### src/rtl/sdp_relu_chn_pkg.sv
// Shared constants and types for the SDP relu input channel.
// Occupancy of the 2-entry skid FIFO fits in two bits (0..2).
package sdp_relu_chn_pkg;

  localparam int DATA_W_DEF = 512;
  localparam int CNT_W_DEF  = 32;
  localparam int FIFO_DEPTH = 2;

  typedef logic [1:0] occ_t;

  localparam occ_t OCC_EMPTY = 2'd0;
  localparam occ_t OCC_FULL  = 2'd2;

  function automatic occ_t occ_next(input occ_t cnt, input logic push, input logic pop);
    return cnt + occ_t'(push) - occ_t'(pop);
  endfunction

endpackage

### src/rtl/sdp_relu_in_skid_fifo.sv
// Two-entry register FIFO with registered ready; head is the oldest word.
// No bypass: a word written this cycle becomes readable on the next one.
module sdp_relu_in_skid_fifo
  import sdp_relu_chn_pkg::*;
#(
  parameter int DATA_W = DATA_W_DEF
) (
  input  logic              nvdla_core_clk,
  input  logic              nvdla_core_rst,
  input  logic              wr_vld,
  output logic              wr_rdy,
  input  logic [DATA_W-1:0] wr_pd,
  input  logic              rd_pop,
  output logic [DATA_W-1:0] rd_pd,
  output occ_t              cnt
);

  logic              wr_ptr_q;
  logic              rd_ptr_q;
  logic [DATA_W-1:0] mem_q [FIFO_DEPTH];
  occ_t              cnt_q;
  occ_t              cnt_nxt;
  logic              rdy_q;
  logic              push;
  logic              pop;

  assign push    = wr_vld & rdy_q;
  assign pop     = rd_pop & (cnt_q != OCC_EMPTY);
  assign cnt_nxt = occ_next(cnt_q, push, pop);

  // Depth is two, so each pointer is a single toggling bit.
  always_ff @(posedge nvdla_core_clk or posedge nvdla_core_rst) begin
    if (nvdla_core_rst) begin
      wr_ptr_q <= 1'b0;
      rd_ptr_q <= 1'b0;
      cnt_q    <= OCC_EMPTY;
      rdy_q    <= 1'b0;
      for (int i = 0; i < FIFO_DEPTH; i++) begin
        mem_q[i] <= '0;
      end
    end else begin
      if (push) begin
        mem_q[wr_ptr_q] <= wr_pd;
        wr_ptr_q        <= ~wr_ptr_q;
      end
      if (pop) begin
        rd_ptr_q <= ~rd_ptr_q;
      end
      cnt_q <= cnt_nxt;
      rdy_q <= (cnt_nxt < OCC_FULL);
    end
  end

  assign wr_rdy = rdy_q;
  assign rd_pd  = mem_q[rd_ptr_q];
  assign cnt    = cnt_q;

  a_no_overflow: assert property (@(posedge nvdla_core_clk) disable iff (nvdla_core_rst)
    push |-> (cnt_q != OCC_FULL));

endmodule

### src/rtl/sdp_x_x_relu_core_chn_relu_in_rsci.sv
// Receive end of the relu input channel: skid FIFO feeding the core's oswt/bdwt wait handshake.
// A popped-but-unconsumed word is parked in hold_q (bcwt) so read data stays stable across core stalls.
module sdp_x_x_relu_core_chn_relu_in_rsci
  import sdp_relu_chn_pkg::*;
#(
  parameter int DATA_W = DATA_W_DEF,
  parameter int CNT_W  = CNT_W_DEF
) (
  input  logic              nvdla_core_clk,
  input  logic              nvdla_core_rst,
  input  logic              chn_relu_in_vld,
  output logic              chn_relu_in_rdy,
  input  logic [DATA_W-1:0] chn_relu_in_pd,
  input  logic              chn_relu_in_rsci_oswt,
  input  logic              chn_relu_in_rsci_bdwt,
  output logic              chn_relu_in_rsci_wen_comp,
  output logic              chn_relu_in_rsci_bawt,
  output logic [DATA_W-1:0] chn_relu_in_rsci_idat_mxwt,
  output logic [1:0]        chn_relu_in_fifo_cnt,
  output logic [CNT_W-1:0]  chn_relu_in_stall_cnt
);

  localparam logic [CNT_W-1:0] STALL_MAX = '1;

  occ_t              fifo_cnt;
  logic [DATA_W-1:0] fifo_head;
  logic [DATA_W-1:0] hold_q;
  logic              bcwt_q;
  logic              biwt;
  logic              bawt;
  logic              stall;
  logic [CNT_W-1:0]  stall_cnt_q;

  sdp_relu_in_skid_fifo #(
    .DATA_W (DATA_W)
  ) u_fifo (
    .nvdla_core_clk (nvdla_core_clk),
    .nvdla_core_rst (nvdla_core_rst),
    .wr_vld         (chn_relu_in_vld),
    .wr_rdy         (chn_relu_in_rdy),
    .wr_pd          (chn_relu_in_pd),
    .rd_pop         (biwt),
    .rd_pd          (fifo_head),
    .cnt            (fifo_cnt)
  );

  // A fresh pop is only taken when nothing is already parked in hold_q.
  assign biwt  = chn_relu_in_rsci_oswt & ~bcwt_q & (fifo_cnt != OCC_EMPTY);
  assign bawt  = biwt | bcwt_q;
  assign stall = chn_relu_in_rsci_oswt & ~bawt;

  always_ff @(posedge nvdla_core_clk or posedge nvdla_core_rst) begin
    if (nvdla_core_rst) begin
      bcwt_q <= 1'b0;
      hold_q <= '0;
    end else begin
      bcwt_q <= bawt & ~chn_relu_in_rsci_bdwt;
      if (biwt) begin
        hold_q <= fifo_head;
      end
    end
  end

  always_ff @(posedge nvdla_core_clk or posedge nvdla_core_rst) begin
    if (nvdla_core_rst) begin
      stall_cnt_q <= '0;
    end else if (stall && (stall_cnt_q != STALL_MAX)) begin
      stall_cnt_q <= stall_cnt_q + {{(CNT_W-1){1'b0}}, 1'b1};
    end
  end

  assign chn_relu_in_rsci_bawt      = bawt;
  assign chn_relu_in_rsci_wen_comp  = ~chn_relu_in_rsci_oswt | bawt;
  assign chn_relu_in_rsci_idat_mxwt = bcwt_q ? hold_q : fifo_head;
  assign chn_relu_in_fifo_cnt       = fifo_cnt;
  assign chn_relu_in_stall_cnt      = stall_cnt_q;

  // Upstream must keep a refused payload steady; the core must keep oswt up while a word is parked.
  a_pd_hold: assert property (@(posedge nvdla_core_clk) disable iff (nvdla_core_rst)
    (chn_relu_in_vld && !chn_relu_in_rdy) |=> (!chn_relu_in_vld || $stable(chn_relu_in_pd)));

  a_oswt_held: assert property (@(posedge nvdla_core_clk) disable iff (nvdla_core_rst)
    bcwt_q |-> chn_relu_in_rsci_oswt);

endmodule

### config.mk
export PLATFORM = sky130hd
export DESIGN_NAME = sdp_x_x_relu_core_chn_relu_in_rsci
export DESIGN_NICKNAME = d
export VERILOG_FILES = /design/src/rtl/sdp_relu_chn_pkg.sv /design/src/rtl/sdp_relu_in_skid_fifo.sv /design/src/rtl/sdp_x_x_relu_core_chn_relu_in_rsci.sv
export SDC_FILE = /design/constraint.sdc
export NUM_CORES = 2
export LEC_CHECK = 0
export BUFFER_PORTS_ARGS = -buffer_cell sky130_fd_sc_hd__buf_2
export CORE_AREA = 3 3 418 420
export DETAILED_ROUTE_END_ITERATION = 8
export DIE_AREA = 0 0 421 423
export HOLD_SLACK_MARGIN = 0.15
export PLACE_DENSITY = 0.73
export SLEW_MARGIN = 10
export SYNTH_ARGS = -nofsm -noshare
export SYNTH_HDL_FRONTEND = slang
export SYNTH_SLANG_ARGS = --single-unit
### constraint.sdc
create_clock -name nvdla_core_clk -period 44.8 [get_ports nvdla_core_clk]
set_clock_uncertainty 0.1 [all_clocks]
set_input_delay 4.48 -clock nvdla_core_clk [delete_from_list [all_inputs] [get_ports nvdla_core_clk]]
set_output_delay 4.48 -clock nvdla_core_clk [all_outputs]
set_load 0.01 [all_outputs]
After elaboration in Yosys (flattened, before gate mapping)
Cells that the tools add are included.
{"block": "op_classes", "addsub": 3, "order_cmp": 4, "n_eq_ne": 1, "n_mux": 7, "n_bitwise": 16, "n_reduce_logical": 3}
{"operator": "$mux 512", "count": 5}
{"operator": "$bwmux 1024", "count": 1}
{"operator": "$demux 512 s1", "count": 1}
{"operator": "$add 32x1->32 const B", "count": 1}
{"operator": "$ne 32x32->1 const B", "count": 1}
{"operator": "$and 1x1->1", "count": 6}
{"operator": "$not 1->1", "count": 6}
{"operator": "$ge 2x2->1 const B", "count": 2}
{"operator": "$not 1->2", "count": 2}
{"operator": "$add 2x1->2", "count": 1}
{"operator": "$logic_and 1x1->1", "count": 2}
{"operator": "$lt 2x1->1 const B", "count": 1}
{"operator": "$lt 2x2->1 const B", "count": 1}
{"operator": "$or 1x1->1", "count": 2}
{"operator": "$reduce_bool 2->1", "count": 1}
{"operator": "$sub 2x1->2", "count": 1}
{"block": "word_totals", "regBits": 1574, "inputBits": 517}

Longest topological paths before layout
{"block": "logic_depth", "word_depth": 7, "depth_mapped": 11}

By module
From an unflattened synthesis, not the netlist that was laid out.
{"block": "unflattened", "hier_cells": 5637, "hier_area_um2": 72707.2}
{"module": "sdp_relu_in_skid_fifo", "instances": 1, "cells_per_inst": 2750, "area_per_inst_um2": 46064.2}
{"module": "sdp_x_x_relu_core_chn_relu_in_rsci", "instances": 1, "cells_per_inst": 2887, "area_per_inst_um2": 26643.1}

Least setup slack after synthesis
No wires, ideal clock.
{"block": "synth_path", "kind": "input to output", "startpoint": "input chn_relu_in_rsci_oswt", "endpoint": "output chn_relu_in_rsci_bawt", "arrival_time_ps": 5197, "t_required_ps": 40220, "setup_slack_ps": 35023, "stages": 5, "cell_sequence": "nor2b_1 > o21ai_1 > buf_2 > buf_2 > nand2b_1"}
{"block": "synth_via", "elab_chain_cells": 3}
{"item": "start: declaration", "line": "sdp_x_x_relu_core_chn_relu_in_rsci.sv:14", "rtl": "input logic chn_relu_in_rsci_oswt,"}
{"item": "$and 1x1->1 (2 in series)", "line": "sdp_x_x_relu_core_chn_relu_in_rsci.sv:48", "rtl": "assign biwt = chn_relu_in_rsci_oswt & ~bcwt_q & (fifo_cnt != OCC_EMPTY);"}
{"item": "$or 1x1->1", "line": "sdp_x_x_relu_core_chn_relu_in_rsci.sv:49", "rtl": "assign bawt = biwt | bcwt_q;"}
{"item": "end: declaration", "line": "sdp_x_x_relu_core_chn_relu_in_rsci.sv:17", "rtl": "output logic chn_relu_in_rsci_bawt,"}
No other way between the ends.

Worst setup path after layout
Ends and elaborated chain as after synthesis.

==> metrics.md <==
| Metric | Value |
|---|---|
| Outcome | `complete, no violations` |
| Hold path depth | `2` |
| Synth warnings | `0` |
| Util after Layout | `between 40% and 50%` |
| Worst-path clk slew | `0.06 ns` |
| Final period util | `about a quarter` |
| Syn_nets | `slightly above 6000` |
| Post-CTS setup repair buffer count | `0` |
| Total Wirelength | `190 mm` |
| DR WL/cell | `21.1 µm` |
| Async S/R FF share, synth | `100%` |
| Minimum clock period | `10.49 ns` |
| Starting Density | `about two fifths` |
| Proportion of layout cells with a drive suffix above 1 | `between 30% and 40%` |
| GRT overflow | `0` |
| Row Count | `about 150` |
| Worst path top cell family by delay | `buffers and inverters` |
| Via density | `5.06` |
| Flop2flop setup slack | `39.02 ns` |
| Final Setup Violations | `0` |
| Port Buffers | `1065` |
| RSZ-0062 raised after global routing | `false` |
| CTS HTree Levels | `4` |
| RePlAce Congestion | `0.897` |
| Clock Path Buffers | `3` |
| Reg2reg path depth | `7` |
| Yosys reg bits | `about 1600` |
| Synth Instances | `roughly 5500` |
| End of the worst hold path | `hold_q[422]` |
| Post-CTS Resized | `0` |
| WS Path Type | `input pin to primary output` |
| Lkg Pwr | `39.5 nW` |
| Worst r2r dst | `u_fifo.mem_q[875]` |
| # IOs | `approximately 1100` |
| Worst EP required | `approximately 40 ns` |
| Pre-antenna DRT Iters | `5` |
| Syn avg cell area | `~13 µm²` |
| Peak VDD IR | `between 0.05 and 0.06 mV` |
| TritonCTS clock tree | `yes` |
| Num Clock Sinks | `between 1500 and 2000` |
| Area post-placement | `approximately 77000 µm²` |
| Largest net degree at the start of global routing | `around 200` |
| HP Start | `hold_q[422]` |
| Nets | `about 7000` |
| Height of the die | `between 400 and 500 µm` |
| CP arrival | `5.91 ns` |
| Cell repeated most along the worst path | `buf_2` |
| TNS Setup | `0 ns` |
| Core area | `about 170000 µm²` |
| Sequential element share of the synthesized area | `~56%` |
| Area grow syn2layout | `18.4%` |
| Synth Flop Type | `dfrtp_1` |
| Max FO, Critical Path | `61` |
| Hpwl dp | `133 mm` |
| Post-cts hold buffer count | `0` |
| Via Count | `roughly 46000` |
| Post-synth EDFFs | `0` |
| Achievable clock frequency | `roughly 0.095 GHz` |
| Gr usage total | `about a fifth` |
| Max Cap Violations | `0` |
| Max transition margin | `a little under a quarter` |
| Antenna Violating Nets Remaining | `0` |
| Cell Area, Synth | `approximately 70000 µm²` |
| Pwr Density | `roughly 80 nW/µm²` |
| Num CTS Buffers | `~170` |
| Initial DRC Count | `between 2000 and 3000` |
| CP endpoint kind | `primary output` |
| Worst r2r src | `u_fifo.wr_rdy` |
| Yosys cell types | `32` |
| Slowest stage cell, crit path | `buf_4` |
| Worst hold margin | `between 0.3 and 0.4 ns` |
| Critical-path cell list | `buf_2 -> nor2b_1 -> o21ai_4 -> buf_4 -> nand2b_1 -> buf_2` |
| Root Buffer | `clkbuf_16` |
| Fin. max-slew vios | `0` |
| Crit path largest cell delay | `between 0.5 and 0.6 ns` |
| Worst hold-check path type | `flip-flop to flip-flop` |
| Final Hold Fails | `0` |
| Drc violations | `0` |
| Die Area | `~180000 µm²` |
| Skew-Pair Late Insertion Delay | `~0.8 ns` |
| Crit path launch type | `input pin` |
| Initial antenna violation count | `119` |
| Die X | `roughly 420 µm` |
| Number of global-route vias before repair | `roughly 47000` |
| Buf+Inv Stages, Crit Path | `3` |
| Final instance area | `83000 µm²` |
| Worst-Margin Slew | `between 1 and 1.5 ns` |
| Levels on crit path | `6` |
| First-pass GRT wire length | `about 290 mm` |
## area by class of cell
type                       instances  area [µm²]
inverter                         480        1810
sequential                      1574       39400
antenna                           81         203
clock buffer                     249        4820
timing repair buffer            1125        5910
fill                           15200       88400
clock inverter                    53         569
tap                             2310        2890
multi-input combinational       3155       27400
## cells by family after synthesis
| kind of cell | synth area share (%) |
|---|---|
| flip-flops | 56.2 |
| AND/OR/NAND/NOR | 3.23 |
| XOR/XNOR | 0.425 |
| multiplexers | 31.9 |
| buffers and inverters | 4.77 |
| adder cells (fa/ha/maj) | 0.0536 |
| AO/OA/AOI/OAI | 3.43 |
## worst min-delay path, cell delays in order, from the launching register on
cell     delay [ns]
dfrtp_1        0.34
nand2_1        0.04
o21ai_0        0.06
## state kept, by name, summed over array words and instances (netlist names)
signal,count
bcwt_q,1
chn_relu_in_stall_cnt,32
hold_q,512
u_fifo.cnt,2
u_fifo.mem_q,1024
u_fifo.rd_ptr_q,1
u_fifo.wr_ptr_q,1
u_fifo.wr_rdy,1
## per-layer routing
metal	up-vias	wire length [µm]	track usage (%)
met1	23100	75800	24.9
li1	20900	-	-
met2	1161	90800	33.5
met4	28	12100	13.1
met5	-	163	0
met3	479	11400	5.66
## synth_stat cells, types with 2 or more instances
cell	count	area, µm²
dfrtp_1	1574	39400
mux2_2	1143	12900
mux2i_1	946	9470
nand2_1	484	1820
inv_1	480	1800
o21ai_0	473	2370
buf_2	216	1080
clkbuf_1	112	420
xnor2_1	22	193
nand4_1	14	87.6
nand3_1	13	65.1
xor2_1	12	105
buf_1	11	41.3
nor3_1	8	40.0
and3_1	7	43.8
nor2_1	7	26.3
and2_1	6	37.5
ha_1	3	37.5
nand2b_1	2	12.5
nand4_2	2	25.0
nor2b_1	2	12.5
## worst max-delay path by stage
stage / to / slack (ns) / start
3_5_place_dp: chn_relu_in_rsci_bawt / 34.30 / chn_relu_in_rsci_oswt
3_3_place_gp: chn_relu_in_rsci_bawt / 34.28 / chn_relu_in_rsci_oswt
4_1_cts: chn_relu_in_rsci_bawt / 34.30 / chn_relu_in_rsci_oswt
5_1_grt: chn_relu_in_rsci_bawt / 34.25 / chn_relu_in_rsci_oswt
6_report: chn_relu_in_rsci_bawt / 34.31 / chn_relu_in_rsci_oswt
2_1_floorplan: bcwt_q / 18.41 / nvdla_core_rst
## per-stage QoR
stage / cells / power, W / setup slack [ns]
final: 9027 / 0.00668 / 34.31
after global routing: 9016 / 0.00709 / 34.25
after CTS: 8946 / 0.00672 / 34.30
after detailed placement: 8644 / 0.00534 / 34.30
after global placement: 8644 / 0.00522 / 34.28
after floorplan: 5548 / 0.00433 / 18.41
## cells in the final DEF (no fill, tap or decap), drive strengths merged
master and n:
nor4b 1, or3 1, nand2 484, nor2 7, o211ai 1, mux2i 946
diode 81, nor3 10, nand3 14, o311a 1, xor2 12, and3 8
nand2b 2, inv 489, clkinvlp 4, dfrtp 1574, bufinv 6, clkbuf 249
nor2b 2, mux2 1143, buf 1125, ha 3, and4 1, o21ai 474
or2 1, xnor2 22, clkinv 34, nand4 16, and2 6
## power breakdown
part	switching, W	leakage [nW]	internal, W	total [W]
Clock	0.000577	2.65	0.000783	0.00136
Sequential	0.000359	19.0	0.00213	0.00249
Combinational	0.00155	17.9	0.00128	0.00283
Power figures use the tool's default switching activity.
